File: src/rtl/mips_pipe_pkg.sv
// Shared definitions for the MIPS pipeline: control-word bit positions,
// instruction field slices, stage FSM states and the immediate extender.
package mips_pipe_pkg;

  localparam int CTRL_W = 12;

  localparam int C_REG_WRITE  = 0;
  localparam int C_MEM_READ   = 1;
  localparam int C_MEM_WRITE  = 2;
  localparam int C_ZERO_EXT   = 3;
  localparam int C_USES_RS    = 4;
  localparam int C_USES_RT    = 5;
  localparam int C_ALU_SRC    = 6;
  localparam int C_BRANCH     = 7;
  localparam int C_JUMP       = 8;
  localparam int C_ALU_OP_LSB = 9;

  localparam int RS_MSB    = 25;
  localparam int RS_LSB    = 21;
  localparam int RT_MSB    = 20;
  localparam int RT_LSB    = 16;
  localparam int RD_MSB    = 15;
  localparam int RD_LSB    = 11;
  localparam int SHAMT_MSB = 10;
  localparam int SHAMT_LSB = 6;
  localparam int IMM_MSB   = 15;
  localparam int IMM_LSB   = 0;

  typedef logic [4:0] reg_idx_t;

  typedef enum logic {
    S_RUN    = 1'b0,
    S_BUBBLE = 1'b1
  } stage_state_e;

  function automatic logic [31:0] extend_imm(input logic [15:0] imm, input logic zero_ext);
    return zero_ext ? {16'b0, imm} : {{16{imm[15]}}, imm};
  endfunction

endpackage

File: src/rtl/load_use_detect.sv
// Load-use hazard check: a load sitting in ID/EX whose destination is read
// by the instruction currently in decode.
module load_use_detect
  import mips_pipe_pkg::*;
(
  input  logic     ex_valid,
  input  logic     ex_mem_read,
  input  reg_idx_t ex_rt,
  input  logic     id_valid,
  input  reg_idx_t id_rs,
  input  reg_idx_t id_rt,
  input  logic     id_uses_rs,
  input  logic     id_uses_rt,
  output logic     hazard
);

  logic rs_match;
  logic rt_match;

  assign rs_match = id_uses_rs && (ex_rt == id_rs);
  assign rt_match = id_uses_rt && (ex_rt == id_rt);

  // Register 0 never carries a real dependency, so a load into $0 is ignored.
  assign hazard = ex_valid && ex_mem_read && (ex_rt != 5'd0) && id_valid &&
                  (rs_match || rt_match);

endmodule

File: src/rtl/id_ex_stage.sv
// ID/EX pipeline register with load-use stall, write-back bypass into decode,
// flush, downstream hold and a saturating stall-cycle counter.
module id_ex_stage #(
  parameter int CTRL_W = mips_pipe_pkg::CTRL_W,
  parameter int CNT_W  = 16
) (
  input  logic              clk,
  input  logic              rst_n,
  input  logic              id_valid,
  input  logic [31:0]       id_instr,
  input  logic [CTRL_W-1:0] id_ctrl,
  input  logic [31:0]       id_pc4,
  input  logic [31:0]       rf_data1,
  input  logic [31:0]       rf_data2,
  input  logic              wb_reg_write,
  input  logic [4:0]        wb_write_reg,
  input  logic [31:0]       wb_write_data,
  input  logic              flush,
  input  logic              ex_hold,
  output logic              stall,
  output logic              ex_valid,
  output logic [CTRL_W-1:0] ex_ctrl,
  output logic [31:0]       ex_rs_data,
  output logic [31:0]       ex_rt_data,
  output logic [31:0]       ex_imm,
  output logic [4:0]        ex_rs,
  output logic [4:0]        ex_rt,
  output logic [4:0]        ex_rd,
  output logic [4:0]        ex_shamt,
  output logic [31:0]       ex_pc4,
  output logic [CNT_W-1:0]  stall_count
);

  import mips_pipe_pkg::*;

  reg_idx_t     id_rs;
  reg_idx_t     id_rt;
  reg_idx_t     id_rd;
  reg_idx_t     id_shamt;
  logic [15:0]  id_imm;
  logic         unused_opcode;
  logic [31:0]  rs_fwd;
  logic [31:0]  rt_fwd;
  logic [31:0]  imm_ext;
  logic         hazard_raw;
  logic         hazard;
  stage_state_e state;

  assign id_rs         = id_instr[RS_MSB:RS_LSB];
  assign id_rt         = id_instr[RT_MSB:RT_LSB];
  assign id_rd         = id_instr[RD_MSB:RD_LSB];
  assign id_shamt      = id_instr[SHAMT_MSB:SHAMT_LSB];
  assign id_imm        = id_instr[IMM_MSB:IMM_LSB];
  assign unused_opcode = ^id_instr[31:26];

  // Write-back result is not yet visible in the register file read data.
  assign rs_fwd = (wb_reg_write && (wb_write_reg != 5'd0) && (wb_write_reg == id_rs))
                  ? wb_write_data : rf_data1;
  assign rt_fwd = (wb_reg_write && (wb_write_reg != 5'd0) && (wb_write_reg == id_rt))
                  ? wb_write_data : rf_data2;

  assign imm_ext = extend_imm(id_imm, id_ctrl[C_ZERO_EXT]);

  load_use_detect u_load_use_detect (
    .ex_valid    (ex_valid),
    .ex_mem_read (ex_ctrl[C_MEM_READ]),
    .ex_rt       (ex_rt),
    .id_valid    (id_valid),
    .id_rs       (id_rs),
    .id_rt       (id_rt),
    .id_uses_rs  (id_ctrl[C_USES_RS]),
    .id_uses_rt  (id_ctrl[C_USES_RT]),
    .hazard      (hazard_raw)
  );

  // The bubble cycle already has ex_valid=0; gating on RUN keeps the one-bubble rule explicit.
  assign hazard = hazard_raw && (state == S_RUN);
  assign stall  = rst_n && !flush && (ex_hold || hazard);

  always_ff @(posedge clk or negedge rst_n) begin
    if (!rst_n) begin
      state      <= S_RUN;
      ex_valid   <= 1'b0;
      ex_ctrl    <= '0;
      ex_rs_data <= '0;
      ex_rt_data <= '0;
      ex_imm     <= '0;
      ex_rs      <= '0;
      ex_rt      <= '0;
      ex_rd      <= '0;
      ex_shamt   <= '0;
      ex_pc4     <= '0;
    end else if (flush) begin
      state      <= S_RUN;
      ex_valid   <= 1'b0;
      ex_ctrl    <= '0;
      ex_rs_data <= '0;
      ex_rt_data <= '0;
      ex_imm     <= '0;
      ex_rs      <= '0;
      ex_rt      <= '0;
      ex_rd      <= '0;
      ex_shamt   <= '0;
      ex_pc4     <= '0;
    end else if (ex_hold) begin
      state <= state;
    end else if (hazard) begin
      state      <= S_BUBBLE;
      ex_valid   <= 1'b0;
      ex_ctrl    <= '0;
      ex_rs_data <= '0;
      ex_rt_data <= '0;
      ex_imm     <= '0;
      ex_rs      <= '0;
      ex_rt      <= '0;
      ex_rd      <= '0;
      ex_shamt   <= '0;
      ex_pc4     <= '0;
    end else begin
      state      <= S_RUN;
      ex_valid   <= id_valid;
      ex_ctrl    <= id_valid ? id_ctrl : '0;
      ex_rs_data <= rs_fwd;
      ex_rt_data <= rt_fwd;
      ex_imm     <= imm_ext;
      ex_rs      <= id_rs;
      ex_rt      <= id_rt;
      ex_rd      <= id_rd;
      ex_shamt   <= id_shamt;
      ex_pc4     <= id_pc4;
    end
  end

  always_ff @(posedge clk or negedge rst_n) begin
    if (!rst_n) begin
      stall_count <= '0;
    end else if (stall && (stall_count != {CNT_W{1'b1}})) begin
      stall_count <= stall_count + CNT_W'(1);
    end
  end

endmodule
File: config.mk
export PLATFORM = sky130hd
export DESIGN_NAME = id_ex_stage
export DESIGN_NICKNAME = d
export VERILOG_FILES = /design/src/rtl/mips_pipe_pkg.sv /design/src/rtl/load_use_detect.sv /design/src/rtl/id_ex_stage.sv
export SDC_FILE = /design/constraint.sdc
export NUM_CORES = 1
export LEC_CHECK = 0
export CAP_MARGIN = 5
export CORE_AREA = 2 2 141 143
export DETAILED_ROUTE_END_ITERATION = 10
export DIE_AREA = 0 0 143 145
export PLACE_DENSITY_LB_ADDON = 0.2
export SETUP_SLACK_MARGIN = 0.05
export SLEW_MARGIN = 20
export SYNTH_ARGS = -nofsm -noshare
export SYNTH_HDL_FRONTEND = slang
export SYNTH_SLANG_ARGS = --single-unit
File: constraint.sdc
create_clock -name clk -period 3 [get_ports clk]
set_input_delay 0.45 -clock clk [delete_from_list [all_inputs] [get_ports clk]]
set_output_delay 0.45 -clock clk [all_outputs]
set_load 0.02 [all_outputs]
==> flow_metrics.tcl, run 1 <==
set metrics [dict create \
    critical_path.top_delay_family "buffers and inverters" \
    overflow 0 \
    fillCellCount 1680 \
    numCtsBuffers 17 \
    ys_seq_elements 153 \
    vias 5791 \
    power_density_nw_per_um2 507 \
    synth-seq-area-share_pct 56.0 \
    port_buffers 354 \
    initialDrtViolationCount 269 \
    cts_hold_buf 0 \
    dieArea_um2 20700 \
    hold_path_class "input pin to async pin" \
    critPathMaxFanout 2 \
    synth_edf_count 0 \
    end_kind "output pin" \
    num_rows 51 \
    place_congestion 0.808 \
    ant_nets 0 \
    synth_flop_cell "dfrtp_1" \
    timing.setup.tns_ns 0 \
    dr.pass1.iters 4 \
    async_reset_ff_share_pct 100 \
    clk_pin_slew_ns 0.06 \
    io_pins 361 \
    yosys_warnings 0 \
    fin_crit_ns 2.63 \
    syn_nets 767 \
    status "finished clean" \
    multi_input_area_um2 2620 \
    via_per_inst 4.85 \
    clock_path_buffers 2 \
    cts.sinks 153 \
    synthCells 583 \
    cts_setup_buffers 0 \
    fin_cells 1193 \
    core-area_um2 19200 \
    rsz0062_at_grt "false" \
    slowest_stage "clkdlybuf4s50_1" \
    post-place-ws_ns -0.120 \
    finalCritPeriodShare_pct 87.8 \
    holdWs_ns 0.0974 \
    die_w_um 143 \
    finalHoldViolCount 0 \
    setup_slack_ns 0.365 \
    irDropWorstVdd_v 0.000373 \
    dpl-instance-area_um2 10600 \
    critPathBufInv 3 \
    routed_wl_mm 21.2 \
    antenna_found_initial 0 \
    start_util_pct 35.6 \
    ctsResizeCount 1 \
    arrival_ns 2.18 \
    seqCellArea_um2 3830 \
    p_leak_nw 4.60 \
    max_stage_delay_ns 0.43 \
    n_antenna_cell 0 \
    crit_chain "clkdlybuf4s50_1 -> buf_4 -> xnor2_1 -> nand4_1 -> o22ai_2 -> a21oi_4 -> nor2_1 -> dlygate4sd2_1" \
    max_freq_mhz 380 \
    avgSynthCellArea_um2 11.7 \
    htreeDepth 4 \
    drc 0 \
    yosysUniqueCellTypes 41 \
    tightest_slew_ns 0.940 \
    drv_cap 0 \
    worst_setup_path_start_kind "input pin" \
    place_inst 1162 \
    p_total_mw 5.67 \
    grt_max_degree 154 \
    clock_skew_ns 0.00983 \
    slew_violations 0 \
    utilization_pct 58.2 \
    grt_pass1_vias 5923 \
    cts-root-buf "clkbuf_16" \
    grt_use_total_pct 20.7 \
    synth_top_area_share_pct 56.0 \
    detailed_place_hpwl_mm 14.7 \
    critical_path_class "input pin to output pin" \
    area_delta_synth_final_pct 63.6 \
    drive_gt1_share_pct 7.44 \
    syn_area_um2 6830 \
    post_drt_wl_per_cell_um 17.7 \
    final_area_um2 11200 \
    die_h_um 145 \
    synth_top_area_cell "dfrtp_1" \
    clock_latency_ns 0.42 \
    setup-violations-final 0 \
    synthTopCellsByArea "dfrtp_1, mux2i_1, a22o_1" \
    grt_pass1_wl_mm 33.5 \
    finalNetCount 1101 \
    slew_headroom_pct 37.3 \
    cts_tree "done" \
    required_ns 2.55 \
]
[cell usage after synthesis, drive strengths merged, types with 2 or more instances]
library cell,n
dfrtp,153
nor4,8
inv,2
nand3,7
a21oi,3
buf,50
a22o,69
o21ai,66
nor2,4
xnor2,17
nor3,7
nand3b,2
clkbuf,13
nor3b,2
nand2b,2
xor2,16
nand2,78
mux2i,65
and3,3
mux2,2
nand4,2
a21o,2
[placed cells by master (no fill, tap or decap), types with 2 or more instances in the layout]
master,instances
nand4_1,2
dfrtp_1,153
nor2_1,4
clkbuf_16,17
nand3b_1,2
and3_4,2
inv_6,2
a21oi_1,2
nor4_4,3
mux2_2,2
mux2i_1,65
clkdlybuf4s50_1,352
xnor2_1,17
o21ai_0,3
nand2_1,78
buf_4,18
bufinv_16,3
nor3_1,7
clkinv_4,2
buf_12,5
nor3b_1,2
nand3_1,7
a22o_1,69
clkinv_2,2
inv_1,2
o21ai_1,62
clkbuf_8,3
nor4_1,4
xor2_1,16
a21o_1,2
[cell type report]
class | instances | share of cell area (%)
Tap cell | 265 | 2.97
Clock buffer | 20 | 4.09
Timing Repair Buffer | 378 | 33.9
Inverter | 2 | 0.0672
Multi-Input combinational cell | 365 | 23.4
Sequential cell | 153 | 34.3
Clock inverter | 10 | 1.28
[cells by family (layout without fill, tap and decap cells)]
family          Yosys count  count (layout)  share of synthesized area (%)
flops                   153             153                           56.0
mux                      67              67                           9.85
simple gates            122             122                           9.10
compound gates          142             142                           14.7
buf+inv                  65             410                           5.88
fa+ha+maj                 1               1                          0.183
xor+xnor                 33              33                           4.23
[report_power, final]
part	internal (mW)	leakage (nW)	switching, mW
clock	1.35	0.293	0.863
sequential	2.20	2.03	0.108
combinational	0.611	2.27	0.540
total	4.16	4.60	1.51
[state kept, by name, indices dropped and copies added (netlist names)]
register and cells:
state 1, ex_pc4 32, ex_imm 17, ex_rt_data 32, stall_count 16, ex_rs_data 32, ex_ctrl 12, ex_rt 5
ex_rs 5, ex_valid 1
[worst paths after layout]
kind	from	endpoint	slack [ns]	depth (start not counted)
max reg2reg	ex_rt[3]$_DFFE_PN0P_	ex_ctrl[3]$_DFFE_PN0P_	0.79	7
min reg2reg	ex_rt_data[0]$_DFFE_PN0P_	ex_rt_data[0]$_DFFE_PN0P_	0.48	2
min in group clk	ex_rt_data[0]$_DFFE_PN0P_	ex_rt_data[0]$_DFFE_PN0P_	0.48	2
max	id_instr[20]	stall	0.37	8
min	rst_n	stall_count[15]$_DFFE_PN0P_	0.1	2
max in group asynchronous	rst_n	stall_count[9]$_DFFE_PN0P_	2.13	2
[per-layer routing]
layer	global-route usage, %	share of wire (%)	vias up
met1	26.0	42	2811
met5	0	0	-
met2	34.3	49	211
met3	5.28	6.4	35
li1	-	-	2734
met4	7.72	2.6	0
Power figures use the tool's default switching activity.
==> inputs of run 2 (changes only) <==
- MAX_ROUTING_LAYER: unset -> met4
==> flow_metrics.tcl, run 2 (synthesized netlist as in run 1, its figures left out) <==
set metrics [dict create \
    cts-root-buf "clkbuf_16" \
    holdWs_ns 0.147 \
    rsz0062_at_grt "false" \
    detailed_place_hpwl_mm 14.7 \
    antenna_found_initial 0 \
    hold_path_class "input pin to async pin" \
    r2r_start "ex_rt[3]$_DFFE_PN0P_" \
    slowest_stage "clkdlybuf4s50_1" \
    dieArea_um2 20700 \
    p_leak_nw 4.60 \
    grt_pass1_vias 5946 \
    drc 0 \
    cts.sinks 153 \
    utilization_pct 58.2 \
    grt_pass1_wl_mm 33.4 \
    max_stage_delay_ns 0.44 \
    netSwitchingFraction_pct 26.7 \
    critical_path_class "input pin to output pin" \
    irDropWorstVdd_v 0.000375 \
    required_ns 2.55 \
    slew_headroom_pct 43.0 \
    n_antenna_cell 0 \
    clkPwrFrac_pct 39.0 \
    slew_violations 0 \
    r2r-end "ex_ctrl[3]$_DFFE_PN0P_" \
    htreeDepth 4 \
    post_drt_wl_per_cell_um 17.7 \
    ant_nets 0 \
    drive_gt1_share_pct 7.44 \
    power_density_nw_per_um2 508 \
    place_congestion 0.820 \
    layout_common_cells "clkdlybuf4s50_1, dfrtp_1, nand2_1" \
    die_h_um 145 \
    worst-r2r-cell-count 7 \
    end_kind "output pin" \
    p_int_mw 4.16 \
    clock_path_buffers 2 \
    overflow 0 \
    numCtsBuffers 17 \
    port_buffers 354 \
    num_rows 51 \
    grt_use_total_pct 21.3 \
    via_per_inst 4.86 \
    drv_cap 0 \
    crit_path_start "id_instr[20]" \
    max_freq_mhz 380 \
    grt_max_degree 154 \
    clock_skew_ns 0.0106 \
    cts_hold_buf 0 \
    finalNetCount 1101 \
    timing.setup.tns_ns 0 \
    tightest_slew_ns 0.855 \
    status "finished clean" \
    fin_crit_ns 2.63 \
    critPathMaxFanout 2 \
    power_switching_mw 1.51 \
    finalCritPeriodShare_pct 87.6 \
    rrSetupSlack_ns 0.80 \
    p_seq_share_pct 40.7 \
    routed_wl_mm 21.1 \
    area_delta_synth_final_pct 63.6 \
    top_regs "ex_pc4 (32), ex_rs_data (32), ex_rt_data (32)" \
    arrival_ns 2.18 \
    clk_pin_slew_ns 0.06 \
    initialDrtViolationCount 309 \
    crit_chain "clkdlybuf4s50_1 -> buf_4 -> xnor2_1 -> nand4_1 -> o22ai_2 -> a21oi_4 -> nor2_1 -> dlygate4sd2_1" \
    io_pins 361 \
    vias 5800 \
    finalHoldViolCount 0 \
    p_comb_share_pct 20.3 \
    setup-violations-final 0 \
    critPathBufInv 3 \
    setup.worst_path.end "stall" \
    crit_cells 8 \
    dr.pass1.iters 4 \
    clock_latency_ns 0.42 \
    final_common_cell "clkdlybuf4s50_1" \
    die_w_um 143 \
    critical_path.top_delay_family "buffers and inverters" \
    cts_tree "done" \
    worst_setup_path_start_kind "input pin" \
    start_util_pct 35.6 \
    core-area_um2 19200 \
]
[run 2: cell counts in the layout (fill, tap and decap cells not counted)]
Identical to the previous run, type by type.
[run 2: cell type report]
| type | instances | area, um^2 |
|---|---|---|
| inverter | 2 | 7.51 |
| clock inverter | 10 | 143 |
| fill | 1680 | 8030 |
| multi-input combinational | 365 | 2620 |
| clock buffer | 20 | 457 |
| timing repair buffer | 378 | 3790 |
| sequential | 153 | 3830 |
| tap | 265 | 332 |
[run 2: worst min-delay path by stage]
| stage | end | startpoint | slack, ns |
|---|---|---|---|
| 2_1_floorplan | ex_ctrl[0]$_DFFE_PN0P_ | rst_n | 0.15 |
| 3_3_place_gp | ex_rt_data[1]$_DFFE_PN0P_ | ex_rt_data[1]$_DFFE_PN0P_ | 0.46 |
| 3_5_place_dp | ex_rt_data[0]$_DFFE_PN0P_ | ex_rt_data[0]$_DFFE_PN0P_ | 0.47 |
| 4_1_cts | ex_pc4[0]$_DFFE_PN0P_ | rst_n | 0.22 |
| 5_1_grt | ex_pc4[8]$_DFFE_PN0P_ | rst_n | 0.23 |
| 6_report | ex_pc4[2]$_DFFE_PN0P_ | rst_n | 0.15 |
[run 2: power by group through the flow]
stage	clock, mW	combinational, mW	sequential (mW)
6_report	2.21	1.15	2.31
5_1_grt	2.37	1.23	2.33
4_1_cts	2.27	1.16	2.31
3_5_place_dp	0	1.16	2.34
3_3_place_gp	0	1.15	2.34
2_1_floorplan	0	0.314	2.50
[run 2: timing repair]
action	CTS	global route
buffers inserted	0	0
resized for setup	1	0
endpoints found under the setup margin	1	0
[run 2: worst register-to-register path, stage by stage, from the launching register on]
cell,delay (ns)
dfrtp_1,0.45
xnor2_1,0.17
nand4_1,0.12
o22ai_2,0.13
buf_4,0.16
a211oi_4,0.28
and2_1,0.60
a22o_1,0.23
[run 2: stage by stage]
step	std cells	instance area (um^2)	setup WS (ns)	total power, mW
finish	1193	11200	0.371	5.68
global route	1193	11200	0.177	5.93
CTS	1192	11200	0.322	5.74
detailed placement	1162	10600	-0.120	3.50
global placement	1162	10600	-0.0909	3.50
floorplan	583	6830	0.930	2.82
[run 2: layer usage]
| layer | track usage [%] | routed length (um) | vias to the layer above |
|---|---|---|---|
| li1 | - | - | 2730 |
| met2 | 34.2 | 10400 | 227 |
| met4 | 7.72 | 578 | 0 |
| met1 | 26.6 | 8940 | 2801 |
| met3 | 4.42 | 1210 | 42 |
| met5 | - | 0 | - |
==> inputs of run 3 (changes only) <==
- CORE_AREA: 2 2 141 143 -> 4 4 137 139
- DIE_AREA: 0 0 143 145 -> 0 0 141 143
- DONT_BUFFER_PORTS: unset -> 1
- TNS_END_PERCENT: unset -> 30
==> flow_metrics.tcl, run 3 (synthesized netlist as in run 1, its figures left out) <==
set metrics [dict create \
    drc 0 \
    post-place-ws_ns 0.683 \
    worst-r2r-cell-count 6 \
    rsz0062_at_grt "false" \
    r2r-end "stall_count[12]$_DFFE_PN0P_" \
    fillCellCount 1704 \
    layout_common_cells "dfrtp_1, nand2_1, a22o_1" \
    io_pins 361 \
    start_util_pct 38.7 \
    clkPwrFrac_pct 43.7 \
    power_density_nw_per_um2 686 \
    p_int_mw 3.71 \
    p_total_mw 5.10 \
    slew_violations 0 \
    utilization_pct 42.1 \
    fin_crit_ns 2.65 \
    grt_pass1_vias 4596 \
    n_antenna_cell 0 \
    clk_pin_slew_ns 0.06 \
    dr.pass1.iters 4 \
    required_ns 2.55 \
    die_h_um 143 \
    final_common_cell "dfrtp_1" \
    violations "hold timing" \
    hold_path_class "input pin to async pin" \
    rrSetupSlack_ns 0.71 \
    power_switching_mw 1.38 \
    htreeDepth 4 \
    cts.sinks 153 \
    setup_slack_ns 0.350 \
    place_congestion 0.800 \
    max_freq_mhz 377 \
    post_drt_wl_per_cell_um 23.4 \
    netSwitchingFraction_pct 27.1 \
    finalNetCount 729 \
    critPathMaxFanout 17 \
    finalHoldViolCount 153 \
    antenna_found_initial 0 \
    timing.setup.tns_ns 0 \
    clock_latency_ns 0.42 \
    initialDrtViolationCount 246 \
    drv_cap 0 \
    setup-violations-final 0 \
    dieArea_um2 20200 \
    worst_setup_path_start_kind "flip-flop" \
    place_inst 755 \
    status "finished with violations" \
    overflow 0 \
    numCtsBuffers 17 \
    via_per_inst 5.57 \
    drive_gt1_share_pct 9.50 \
    grt_use_total_pct 18.1 \
    holdWs_ns -0.289 \
    p_comb_share_pct 6.4 \
    multi_input_area_um2 2620 \
    cts-root-buf "clkbuf_16" \
    grt_max_degree 155 \
    crit_chain "xnor2_1 -> nand4_1 -> o22ai_2 -> a21oi_4 -> nor2_2" \
    crit_path_start "ex_rt[3]$_DFFE_PN0P_" \
    cts_tree "done" \
    ant_nets 0 \
    port_buffers 0 \
    irDropWorstVdd_v 0.000363 \
    r2r_start "ex_rt[3]$_DFFE_PN0P_" \
    critical_path_class "flip-flop to output pin" \
    arrival_ns 2.20 \
    detailed_place_hpwl_mm 13.4 \
    grt_pass1_wl_mm 27.1 \
    clock_path_buffers 2 \
    seqCellArea_um2 3830 \
    fin_cells 787 \
    end_kind "output pin" \
    p_leak_nw 3.17 \
    area_delta_synth_final_pct 8.72 \
    core-area_um2 17700 \
    die_w_um 141 \
    finalCritPeriodShare_pct 88.3 \
    cts_setup_buffers 0 \
    slowest_stage "dfrtp_1" \
    p_seq_share_pct 49.9 \
    setup.worst_path.end "stall" \
    tightest_slew_ns 0.908 \
    clock_skew_ns 0.0173 \
    vias 4386 \
    top_regs "ex_pc4 (32), ex_rs_data (32), ex_rt_data (32)" \
    routed_wl_mm 18.5 \
    max_stage_delay_ns 0.59 \
    num_rows 49 \
    slew_headroom_pct 39.4 \
]
-- run 3: repair_timing --
item | in CTS | in global routing
setup endpoints to repair | 0 | 1
resized for setup | 0 | 1
hold endpoints to repair | 153 | 153
-- run 3: critical path, delay by kind of cell (launching register included) --
family,cells,cell delay (ns)
AND/OR/NAND/NOR,2,0.42
flip-flops,1,0.59
XOR/XNOR,1,0.17
AO/OA/AOI/OAI,2,0.59
-- run 3: power by group through the flow --
stage / Clock, mW / Sequential [mW] / Combinational [mW]
after CTS: 2.30 / 2.55 / 0.331
after detailed placement: 0 / 2.58 / 0.331
after global placement: 0 / 2.58 / 0.317
final: 2.23 / 2.54 / 0.328
after global routing: 2.39 / 2.56 / 0.364
after floorplan: 0 / 2.50 / 0.314
-- run 3: metrics by stage --
stage	instance area, um^2	hold WS (ns)
final	7430	-0.289
after global routing	7430	-0.309
after CTS	7420	-0.309
after detailed placement	6800	0.157
after global placement	6800	0.158
after floorplan	6830	0.154
-- run 3: how the worst min path moves through the flow --
stage                      from                         end  slack, ns
after detailed placement  rst_n  ex_rs_data[15]$_DFFE_PN0P_       0.16
after CTS                 rst_n  ex_rs_data[15]$_DFFE_PN0P_      -0.31
after global routing      rst_n  ex_rs_data[15]$_DFFE_PN0P_      -0.31
after floorplan           rst_n      ex_ctrl[0]$_DFFE_PN0P_       0.15
final                     rst_n  ex_rs_data[15]$_DFFE_PN0P_      -0.29
after global placement    rst_n  ex_rs_data[11]$_DFFE_PN0P_       0.16
-- run 3: metal layers --
layer | GRT usage (%) | up-vias | part of all wire [%]
li1 | - | 1966 | -
met1 | 21.2 | 2183 | 39
met2 | 29.1 | 207 | 51
met3 | 5.63 | 30 | 7.6
met4 | 7.24 | 0 | 2.2
met5 | - | - | 0
-- run 3: layout make-up --
class                      instances  share of cell area [%]
inverter                           2                   0.101
timing repair buffer               6                   0.775
clock buffer                      21                    6.20
multi-input combinational        365                    35.3
sequential                       153                    51.6
tap                              229                    3.86
clock inverter                    11                    2.17
